[config.mk]
export PLATFORM = sky130hd
export DESIGN_NAME = ram_fifo_stream_reader
export DESIGN_NICKNAME = d
export VERILOG_FILES = /design/src/rtl/ram_fifo_stream_reader.sv
export SDC_FILE = /design/constraint.sdc
export NUM_CORES = 1
export LEC_CHECK = 0
export BUFFER_PORTS_ARGS = -buffer_cell sky130_fd_sc_hd__buf_2
export CAP_MARGIN = 20
export CORE_MARGIN = 2
export CORE_UTILIZATION = 35
export DETAILED_ROUTE_END_ITERATION = 6
export GPL_ROUTABILITY_DRIVEN = 0
export HOLD_SLACK_MARGIN = 0.15
export PLACE_DENSITY_LB_ADDON = 0.25
export SLEW_MARGIN = 5
export SYNTH_ARGS = -nofsm -noshare
export SYNTH_HDL_FRONTEND = slang
export SYNTH_SLANG_ARGS = --single-unit
[constraint.sdc]
create_clock -name clk -period 2.9 [get_ports clk]
set_clock_uncertainty 0.05 [all_clocks]
set_input_delay 0.145 -clock clk [delete_from_list [all_inputs] [get_ports clk]]
set_output_delay 0.145 -clock clk [all_outputs]
set_load 0.03 [all_outputs]
[src/rtl/ram_fifo_stream_reader.sv]
// Drains a show-ahead RAM FIFO into a valid/ready stream through a two-entry
// registered buffer (head + skid), tagging every PKT_LEN-th word as last.
module ram_fifo_stream_reader #(
    parameter int DATA_W  = 8,
    parameter int PKT_LEN = 4
) (
    input  logic              clk,
    input  logic              rst,
    input  logic              i_en,
    input  logic              i_flush,
    output logic              o_fifo_rden,
    input  logic [DATA_W-1:0] i_fifo_rddata,
    input  logic              i_fifo_empty,
    output logic              o_valid,
    input  logic              i_ready,
    output logic [DATA_W-1:0] o_data,
    output logic              o_last,
    output logic              o_pkt_done
);

    localparam int CNT_W = (PKT_LEN > 1) ? $clog2(PKT_LEN) : 1;
    localparam logic [CNT_W-1:0] LAST_IDX = CNT_W'(PKT_LEN - 1);

    typedef enum logic [1:0] {
        OCC_EMPTY,
        OCC_ONE,
        OCC_TWO
    } occ_t;

    occ_t              occ, occ_nxt;
    logic [DATA_W-1:0] head_data, head_data_nxt;
    logic [DATA_W-1:0] skid_data, skid_data_nxt;
    logic              head_last, head_last_nxt;
    logic              skid_last, skid_last_nxt;
    logic [CNT_W-1:0]  cnt, cnt_nxt;
    logic              pkt_done, pkt_done_nxt;
    logic              push, pop, new_last;

    // Reads never look at i_ready; the skid entry absorbs the one word in flight.
    assign o_fifo_rden = i_en & ~i_fifo_empty & ~i_flush & ~rst & (occ != OCC_TWO);
    assign push        = o_fifo_rden;
    assign pop         = o_valid & i_ready;
    assign new_last    = (cnt == LAST_IDX);

    assign o_valid    = (occ != OCC_EMPTY);
    assign o_data     = head_data;
    assign o_last     = head_last;
    assign o_pkt_done = pkt_done;

    always_comb begin
        occ_nxt       = occ;
        head_data_nxt = head_data;
        head_last_nxt = head_last;
        skid_data_nxt = skid_data;
        skid_last_nxt = skid_last;
        cnt_nxt       = cnt;
        pkt_done_nxt  = 1'b0;

        if (i_flush) begin
            occ_nxt = OCC_EMPTY;
            cnt_nxt = '0;
        end else begin
            pkt_done_nxt = pop & head_last;
            if (push) begin
                cnt_nxt = new_last ? '0 : cnt + 1'b1;
            end
            case (occ)
                OCC_EMPTY: begin
                    if (push) begin
                        head_data_nxt = i_fifo_rddata;
                        head_last_nxt = new_last;
                        occ_nxt       = OCC_ONE;
                    end
                end
                OCC_ONE: begin
                    case ({push, pop})
                        2'b10: begin
                            skid_data_nxt = i_fifo_rddata;
                            skid_last_nxt = new_last;
                            occ_nxt       = OCC_TWO;
                        end
                        2'b01: occ_nxt = OCC_EMPTY;
                        2'b11: begin
                            head_data_nxt = i_fifo_rddata;
                            head_last_nxt = new_last;
                        end
                        default: occ_nxt = OCC_ONE;
                    endcase
                end
                OCC_TWO: begin
                    if (pop) begin
                        head_data_nxt = skid_data;
                        head_last_nxt = skid_last;
                        occ_nxt       = OCC_ONE;
                    end
                end
                default: occ_nxt = OCC_EMPTY;
            endcase
        end
    end

    always_ff @(posedge clk) begin
        if (rst) begin
            occ       <= OCC_EMPTY;
            head_data <= '0;
            head_last <= 1'b0;
            skid_data <= '0;
            skid_last <= 1'b0;
            cnt       <= '0;
            pkt_done  <= 1'b0;
        end else begin
            occ       <= occ_nxt;
            head_data <= head_data_nxt;
            head_last <= head_last_nxt;
            skid_data <= skid_data_nxt;
            skid_last <= skid_last_nxt;
            cnt       <= cnt_nxt;
            pkt_done  <= pkt_done_nxt;
        end
    end

endmodule

==> flow_summary_export.csv, run 1 <==
group,metric,value,unit
grt,grt_pass1_wl,4.291,mm
logic_synthesis,synth_fp_nets,136,
setup_path,worstPathMaxFanout,10,
setup_path,worstReg2RegStart,"occ[0]",
timing,max_freq,0.4971,GHz
floorplan,ios,26,
grt,grt_use_total,15.70,%
power,p_switching,0.0001517,W
logic_synthesis,synthDistinctLibCells,25,
timing,tightest_slew,0.6426,ns
floorplan,row_count,20,
worst_hold_path,holdCritPathClass,"input pin to flop",
timing,hold_violations,0,
logic_synthesis,seq_area_frac_synth,40.22,%
timing,finalSetupViolCount,0,
power,sw_frac_of_total,27.13,%
logic_synthesis,ys_warn_count,0,
cts,clk_pin_slew,0.14,ns
place,portBuffers,25,
timing,min_period_over_period,69.37,%
worst_hold_path,hp-start,"i_flush",
timing,tns,0,ns
setup_path,slowest_stage,"nor4b_4",
cts,cts_buffer_depth,2,
timing,period_needed,2.012,ns
power,power,0.0005590,W
cts,hold_buffers,10,
place,hpwl,1.799,mm
grt,grt_max_degree,21,
cts,h-tree-depth,1,
logic_synthesis,netlist_area,1145,um2
cells_and_area,drive_gt1_share,28.48,%
cells_and_area,nets,168,
setup_path,cp-start-kind,"input pin",
power,combPwrFrac,13.7,%
setup_path,path_buf_inv,2,
grt,antenna_found_initial,0,
setup_path,crit_path_end_kind,"flop",
routing,first_pass_iters,4,
cts,root_buffer,"clkbuf_4",
setup_path,cp.arrival,2.16,ns
routing,drcViolationCount,0,
floorplan,dieWidth,61.19,um
run,max-cap-violations,0,
timing,drv_slew,0,
timing,relSlewSlack,57.16,%
cells_and_area,syn_to_final_growth,22.95,%
routing,vias_per_cell,5.154,
logic_synthesis,postSynthCellCount,120,
grt,grt_pass1_vias,933,
cts,numCtsBuffers,3,
floorplan,start_util,37.20,%
setup_path,critPathTopFamily,"compound AO/OA/AOI/OAI gates",
cells_and_area,n_antenna_cell,0,
floorplan,dieArea,3744,um2
cts,cts_setup_buffers,0,
cts,cts.sinks,23,
power,pwr-share-seq,58.2,%
power,ir_worst_vdd,0.1407,mV
setup_path,critPathLaunch,"i_fifo_empty",
cts,cts_resized,0,
power,p_leak,0.5751,nW
cts,cts_tree,"yes",
timing,rsz0062_at_grt,"false",
grt,grt_overflow,0,
routing,routedWlPerCell,14.03,um
setup_path,path_class,"input pin to flop",
routing,routed_wl,2.735,mm
setup_path,crit_chain,"dlygate4sd3_1 -> buf_2 -> nor4b_4 -> a31o_1 -> a211oi_2",
cts,worstSkewPairLatency,0.32,ns
power,internal_power,0.0004073,W
routing,ant_nets,0,
routing,drt-initial-drc-count,52,
routing,vias,1005,
power,powerDensity,397.1,nW/um2
status,status,"complete, no violations",
logic_synthesis,ys_ff_latch,23,
power,clockPowerShare,28.0,%
setup_path,required,3.05,ns
floorplan,core,3078,um2
floorplan,fp.dieH,61.19,um
setup_path,slowest_delay,0.60,ns
logic_synthesis,synth_area_per_cell,9.540,um2
-- Yosys cell counts --
cell type,number,area share [%]
nor4_1,1,0.55
nand4bb_1,1,0.98
ha_1,2,2.2
nand2_1,19,6.2
inv_1,3,0.98
nor2b_1,3,1.6
nor4bb_1,2,1.7
a31o_1,1,0.77
o21ai_0,2,0.87
a211oi_2,9,9.8
mux2i_1,9,7.9
buf_6,2,2.0
clkbuf_1,4,1.3
a311oi_1,9,6.9
or2_2,2,1.1
dfxtp_1,23,40
nand3_1,1,0.44
buf_4,1,0.66
nor3_1,4,1.7
a211oi_1,1,0.66
a21oi_1,13,5.7
nand2b_1,3,1.6
or4_1,1,0.66
buf_2,3,1.3
nor4b_4,1,2.1
-- layout make-up --
type | instances | area (um2)
Tap cell | 44 | 55.05
Timing Repair Buffer | 37 | 240.2
Sequential cell | 23 | 460.4
Clock inverter | 1 | 5.005
Inverter | 3 | 11.26
Multi-Input combinational cell | 84 | 613.1
Fill cell | 318 | 1670
Clock buffer | 3 | 22.52
-- layer usage --
layer,vias up,share of wire (%),global-route usage (%)
met5,-,0,0
met1,467,48,21.96
met3,2,4.8,1.891
li1,505,-,-
met2,31,46,24.01
met4,0,0.99,7.453
-- cell usage in the layout (no fill, tap or decap), types with 3 or more instances in the layout --
master          n
a211oi_2        9
a21oi_1        13
a311oi_1        9
buf_2          25
clkbuf_4        3
dfxtp_1        23
dlygate4sd3_1  10
inv_1           3
mux2i_1         9
nand2_1        19
nand2b_1        3
nor2b_1         3
nor3_1          4
-- worst paths after layout --
path                  endpoint  slack (ns)  cells after the start
setup / recovery     o_data[0]        0.89                      5
hold / removal          cnt[1]        0.20                      3
setup reg to reg  skid_data[0]        1.01                      7
hold reg to reg   skid_data[1]        0.41                      2
-- state kept, by name (all words and copies together) (netlist names) --
signal / flops
skid_data: 8
occ: 2
cnt: 2
skid_last: 1
o_data: 8
o_pkt_done: 1
o_last: 1
-- tightest hold or removal path, stage by stage --
cell,delay (ns)
buf_2,0.15
or2_2,0.19
a21oi_1,0.05
-- kinds of logic after synthesis --
kind of cell	share of synthesized area (%)
buffers and inverters	6.229
AND/OR/NAND/NOR	18.80
flip-flops	40.22
AO/OA/AOI/OAI	24.70
multiplexers	7.869
adder cells (fa/ha/maj)	2.185
-- power by group through the flow --
stage	logic (W)	clock network, W	registers, W
after floorplan	0.0000362	0	0.000341
after global placement	0.0000655	0	0.000332
after detailed placement	0.0000664	0	0.000333
after CTS	0.0000768	0.000160	0.000326
after global routing	0.0000826	0.000171	0.000327
final	0.0000768	0.000157	0.000325
-- stage by stage --
stage	util, %	hold WS (ns)	cells	cell area [um2]	setup WS (ns)
2_1_floorplan	-	0.1743	120	1145	0.4509
4_1_cts	45.73	0.1892	195	1408	0.8820
3_3_place_gp	41.59	0.3441	181	1280	0.8931
6_report	45.73	0.2007	195	1408	0.8882
3_5_place_dp	41.59	0.3480	181	1280	0.8209
5_1_grt	45.73	0.2200	195	1408	0.8120
Note: power is estimated with default switching activity, not from simulation.
==> run 2, diff against run 1 <==
- clock period: 2.9 -> 2 ns (I/O delays scaled with it)
==> flow_summary_export.csv, run 2 (synthesized netlist as in run 1, its figures left out) <==
group,metric,value,unit
worst_hold_path,holdCritPathClass,"input pin to flop",
routing,routedWlPerCell,14.12,um
floorplan,core,3078,um2
cts,root_buffer,"clkbuf_4",
timing,max_freq,0.5309,GHz
status,status,"complete, no violations",
floorplan,dieWidth,61.19,um
routing,drcViolationCount,0,
cells_and_area,drive_gt1_share,31.85,%
power,clockPowerShare,27.1,%
timing,finalSetupViolCount,0,
cells_and_area,nets,174,
timing,relSlewSlack,67.38,%
setup_path,critPathTopFamily,"simple AND/OR/NAND/NOR gates",
setup_path,slowest_delay,0.55,ns
setup_path,slowest_stage,"dfxtp_1",
cells_and_area,final_cells,201,
setup_path,cp.arrival,2.04,ns
setup_path,worstPathMaxFanout,9,
setup_path,crit_path_end_kind,"flop",
cts,cts.sinks,23,
floorplan,dieArea,3744,um2
cells_and_area,fillers,296,
timing,min_period_over_period,94.19,%
grt,grt_max_degree,20,
setup_path,cp-start-kind,"flop",
grt,antenna_found_initial,0,
cts,cts_setup_buffers,0,
timing,drv_slew,0,
cts,cts_buffer_depth,2,
timing,tightest_slew,0.4893,ns
timing,tns,0,ns
setup_path,worstReg2RegStart,"occ[1]",
cts,h-tree-depth,1,
cells_and_area,n_antenna_cell,0,
power,sw_frac_of_total,26.81,%
grt,grt_overflow,0,
place,pre_cts_ws,0.1798,ns
setup_path,path_buf_inv,1,
floorplan,fp.dieH,61.19,um
power,ir_worst_vdd,0.2515,mV
routing,routed_wl,2.839,mm
setup_path,critPathLaunch,"occ[1]",
setup_path,r2r-end,"skid_data[6]",
setup_path,crit_chain,"nor2b_1 -> nor3_4 -> ha_1 -> nor4bb_4 -> buf_4 -> nand2_1 -> a21oi_1",
cells_and_area,final_common_cell,"buf_2",
floorplan,start_util,37.20,%
routing,first_pass_iters,4,
setup_path,path_class,"flop to flop",
timing,hold_violations,0,
power,powerDensity,546.8,nW/um2
timing,period_needed,1.884,ns
worst_hold_path,holdPathEnd,"cnt[1]",
power,power,0.0008142,W
routing,drt-initial-drc-count,36,
worst_hold_path,hp-start,"i_en",
routing,vias,1017,
cells_and_area,syn_to_final_growth,30.05,%
cells_and_area,register_area,460.4,um2
routing,vias_per_cell,5.060,
cts,cts_tree,"yes",
cts,worstSkewPairLatency,0.31,ns
floorplan,ios,26,
cts,clk_pin_slew,0.13,ns
floorplan,row_count,20,
run,max-cap-violations,0,
place,place_inst,184,
worst_hold_path,holdPathStages,4,
grt,grt_pass1_wl,4.643,mm
power,pwr-share-seq,58.0,%
place,portBuffers,25,
power,p_switching,0.0002183,W
power,internal_power,0.0005959,W
power,combPwrFrac,14.9,%
routing,ant_nets,0,
cells_and_area,final_cell_mix,"buf_2 (26), dfxtp_1 (23), nand2_1 (19), a21oi_1 (13), dlygate4sd3_1 (12)",
place,hpwl,1.920,mm
setup_path,r2r_setup_slack,0.12,ns
power,p_leak,0.6081,nW
cts,numCtsBuffers,3,
cells_and_area,multiInputGateArea,646.9,um2
timing,setup_slack,0.1162,ns
grt,grt_use_total,16.89,%
setup_path,reg2reg_depth,7,
setup_path,required,2.15,ns
grt,grt_pass1_vias,1018,
## run 2: cell count changes in the layout (fill, tap and decap cells not counted), sizes merged
cell         before  now
dlygate4sd3      10   12
buf              27   31
## run 2: cell type report
class,count,area share (%)
clock buffers,3,1.513
clock inverters,1,0.3361
inverters,3,0.7563
multi-input cells,84,43.45
flip-flops and latches,23,30.92
well taps,44,3.697
repair buffers,43,19.33
## run 2: worst reg2reg max path, cell delays in order (launching register included)
cell and delay (ns):
dfxtp_1 0.55, nor2b_1 0.40, nor3_4 0.08, ha_1 0.24, nor4bb_4 0.17, buf_4 0.17
nand2_1 0.06, a21oi_1 0.06
## run 2: stage by stage
step / utilization [%] / instance area, um2 / hold slack (ns)
finish: 48.37 / 1489 / 0.1735
global route: 48.37 / 1489 / 0.1840
CTS: 47.48 / 1461 / 0.1613
detailed placement: 42.68 / 1314 / 0.2967
global placement: 42.68 / 1314 / 0.2962
floorplan: - / 1156 / 0.1293
## run 2: what timing repair did
item / CTS / global route
hold endpoints to repair: 14 / 0
endpoints found under the setup margin: 0 / 8
hold buffers: 12 / 0
resized for setup: 0 / 5
## run 2: worst max-delay path by stage
stage / endpoint / slack [ns] / cells after the start
global route: skid_data[7] / -0.04 / 7
detailed placement: skid_data[4] / 0.18 / 7
finish: skid_data[6] / 0.12 / 7
CTS: skid_data[4] / 0.06 / 8
floorplan: skid_data[0] / 0.03 / 9
global placement: skid_data[5] / 0.23 / 8
## run 2: per-layer routing
| layer | share of wire (%) | wire length (um) | vias up | track usage, % |
|---|---|---|---|---|
| met5 | 0 | 0 | - | 0 |
| met4 | 0.95 | 27 | 0 | 8.075 |
| met3 | 2.6 | 74 | 2 | 1.891 |
| met2 | 49 | 1394 | 15 | 27.66 |
| met1 | 47 | 1343 | 480 | 22.18 |
| li1 | - | - | 520 | - |
## run 2: power groups by stage
stage	Combinational, W	Sequential, W	Clock [W]
2_1_floorplan	0.0000540	0.000494	0
3_3_place_gp	0.000100	0.000482	0
3_5_place_dp	0.000102	0.000482	0
4_1_cts	0.000119	0.000472	0.000229
5_1_grt	0.000132	0.000474	0.000250
6_report	0.000121	0.000473	0.000220
==> run 3, diff against run 2 <==
- CORE_MARGIN: 2 -> 3
==> flow_summary_export.csv, run 3 (synthesized netlist as in run 1, its figures left out) <==
group,metric,value,unit
grt,grt_use_total,14.19,%
setup_path,critPathLaunch,"rst",
routing,vias_per_cell,5.020,
power,p_leak,0.6046,nW
cts,cts.sinks,23,
routing,ant_nets,0,
timing,min_period_over_period,95.32,%
setup_path,required,2.20,ns
cells_and_area,multiInputGateArea,651.9,um2
setup_path,path_class,"input pin to flop",
routing,first_pass_iters,4,
timing,max_freq,0.5246,GHz
power,combPwrFrac,15.1,%
timing,tightest_slew,0.5032,ns
routing,drcViolationCount,0,
routing,routed_wl,2.865,mm
setup_path,slowest_delay,0.53,ns
floorplan,row_count,20,
cts,cts_tree,"yes",
cts,cts_buffer_depth,2,
setup_path,setup.worst_path.end,"skid_data[3]",
cells_and_area,nets,174,
status,status,"complete, no violations",
timing,tns,0,ns
grt,grt_pass1_wl,4.512,mm
power,pwr-share-seq,58.3,%
timing,rsz0062_at_grt,"false",
cts,worstSkewPairLatency,0.31,ns
place,portBuffers,25,
power,clockPowerShare,26.6,%
power,powerDensity,542.8,nW/um2
setup_path,r2r_setup_slack,0.15,ns
timing,hold_violations,0,
cells_and_area,fillers,311,
timing,finalSetupViolCount,0,
cells_and_area,n_antenna_cell,0,
worst_hold_path,holdCritPathClass,"input pin to flop",
cells_and_area,syn_to_final_growth,30.49,%
setup_path,reg2reg_depth,7,
power,ir_worst_vdd,0.2520,mV
routing,drt-initial-drc-count,61,
run,max-cap-violations,0,
power,internal_power,0.0005994,W
setup_path,worstPathMaxFanout,6,
setup_path,r2r-end,"skid_data[3]",
cells_and_area,drive_gt1_share,33.12,%
grt,grt_pass1_vias,954,
floorplan,fp.dieH,63.19,um
grt,grt_max_degree,20,
setup_path,crit_chain,"dlygate4sd3_1 -> buf_2 -> or2_4 -> nor3_4 -> ha_2 -> nor4bb_4 -> buf_2 -> nand2_1 -> a21oi_1",
power,power,0.0008110,W
power,sw_frac_of_total,26.09,%
timing,period_needed,1.906,ns
floorplan,core,3078,um2
routing,routedWlPerCell,14.25,um
cts,cts_setup_buffers,0,
cts,root_buffer,"clkbuf_4",
floorplan,dieWidth,63.19,um
setup_path,worstReg2RegStart,"occ[1]",
setup_path,cp.arrival,2.10,ns
cts,clk_pin_slew,0.13,ns
cts,h-tree-depth,1,
floorplan,start_util,37.20,%
cells_and_area,final_common_cell,"buf_2",
grt,antenna_found_initial,0,
cells_and_area,register_area,461.7,um2
routing,vias,1009,
power,p_switching,0.0002116,W
setup_path,crit_path_end_kind,"flop",
place,place_inst,184,
floorplan,dieArea,3993,um2
timing,drv_slew,0,
setup_path,cp-start-kind,"input pin",
cts,numCtsBuffers,3,
setup_path,cpMostUsedCell,"buf_2",
setup_path,slowest_stage,"dlygate4sd3_1",
grt,grt_overflow,0,
timing,relSlewSlack,66.46,%
place,hpwl,1.932,mm
cells_and_area,final_cells,201,
floorplan,ios,26,
cells_and_area,final_cell_mix,"buf_2 (26), dfxtp_1 (22), nand2_1 (19), a21oi_1 (13), dlygate4sd3_1 (12)",
## run 3: cell type report
cell class | instances | share of cell area, %
Tap cell | 44 | 3.685
Clock buffer | 4 | 1.759
Sequential cell | 23 | 30.90
Timing Repair Buffer | 43 | 19.26
Inverter | 3 | 0.7538
Multi-Input combinational cell | 84 | 43.63
## run 3: how the worst min path moves through the flow
stage	endpoint	slack (ns)	from	cells after the start
CTS	cnt[1]	0.18	i_en	4
global route	cnt[0]	0.18	i_flush	3
finish	cnt[1]	0.18	i_en	4
detailed placement	occ[1]	0.31	i_ready	2
floorplan	occ[1]	0.13	i_ready	1
global placement	occ[1]	0.30	i_ready	2
## run 3: power groups by stage
| stage | Clock (W) | Sequential [W] | Combinational [W] |
|---|---|---|---|
| after floorplan | 0 | 0.000494 | 0.0000540 |
| after global placement | 0 | 0.000482 | 0.000100 |
| after detailed placement | 0 | 0.000482 | 0.000103 |
| after CTS | 0.000222 | 0.000472 | 0.000119 |
| after global routing | 0.000256 | 0.000474 | 0.000131 |
| final | 0.000216 | 0.000473 | 0.000122 |
## run 3: per-stage QoR
stage | cell area (um2) | utilization (%) | setup WS, ns | hold slack (ns)
global route | 1494 | 48.54 | 0.001705 | 0.1787
global placement | 1314 | 42.68 | 0.2212 | 0.3013
floorplan | 1156 | - | 0.03398 | 0.1293
detailed placement | 1314 | 42.68 | 0.1789 | 0.3078
finish | 1494 | 48.54 | 0.09366 | 0.1850
CTS | 1460 | 47.44 | 0.04201 | 0.1757
## run 3: worst max-delay path: cells and delay by family
family | cells | cell delay, ns
buf+inv | 3 | 0.84
simple gates | 4 | 0.83
fa+ha+maj | 1 | 0.21
compound gates | 1 | 0.11
## run 3: layer usage
layer  track usage (%)  share of wire (%)
met1             19.49                 49
met2             22.66                 48
met3             2.139                2.5
met4             4.852               0.52
met5                 0                  0
## run 3: timing repair
action,CTS,global route
hold buffers,12,0
gates resized for setup,0,8
endpoints found under the setup margin,0,9
hold endpoints to repair,13,0
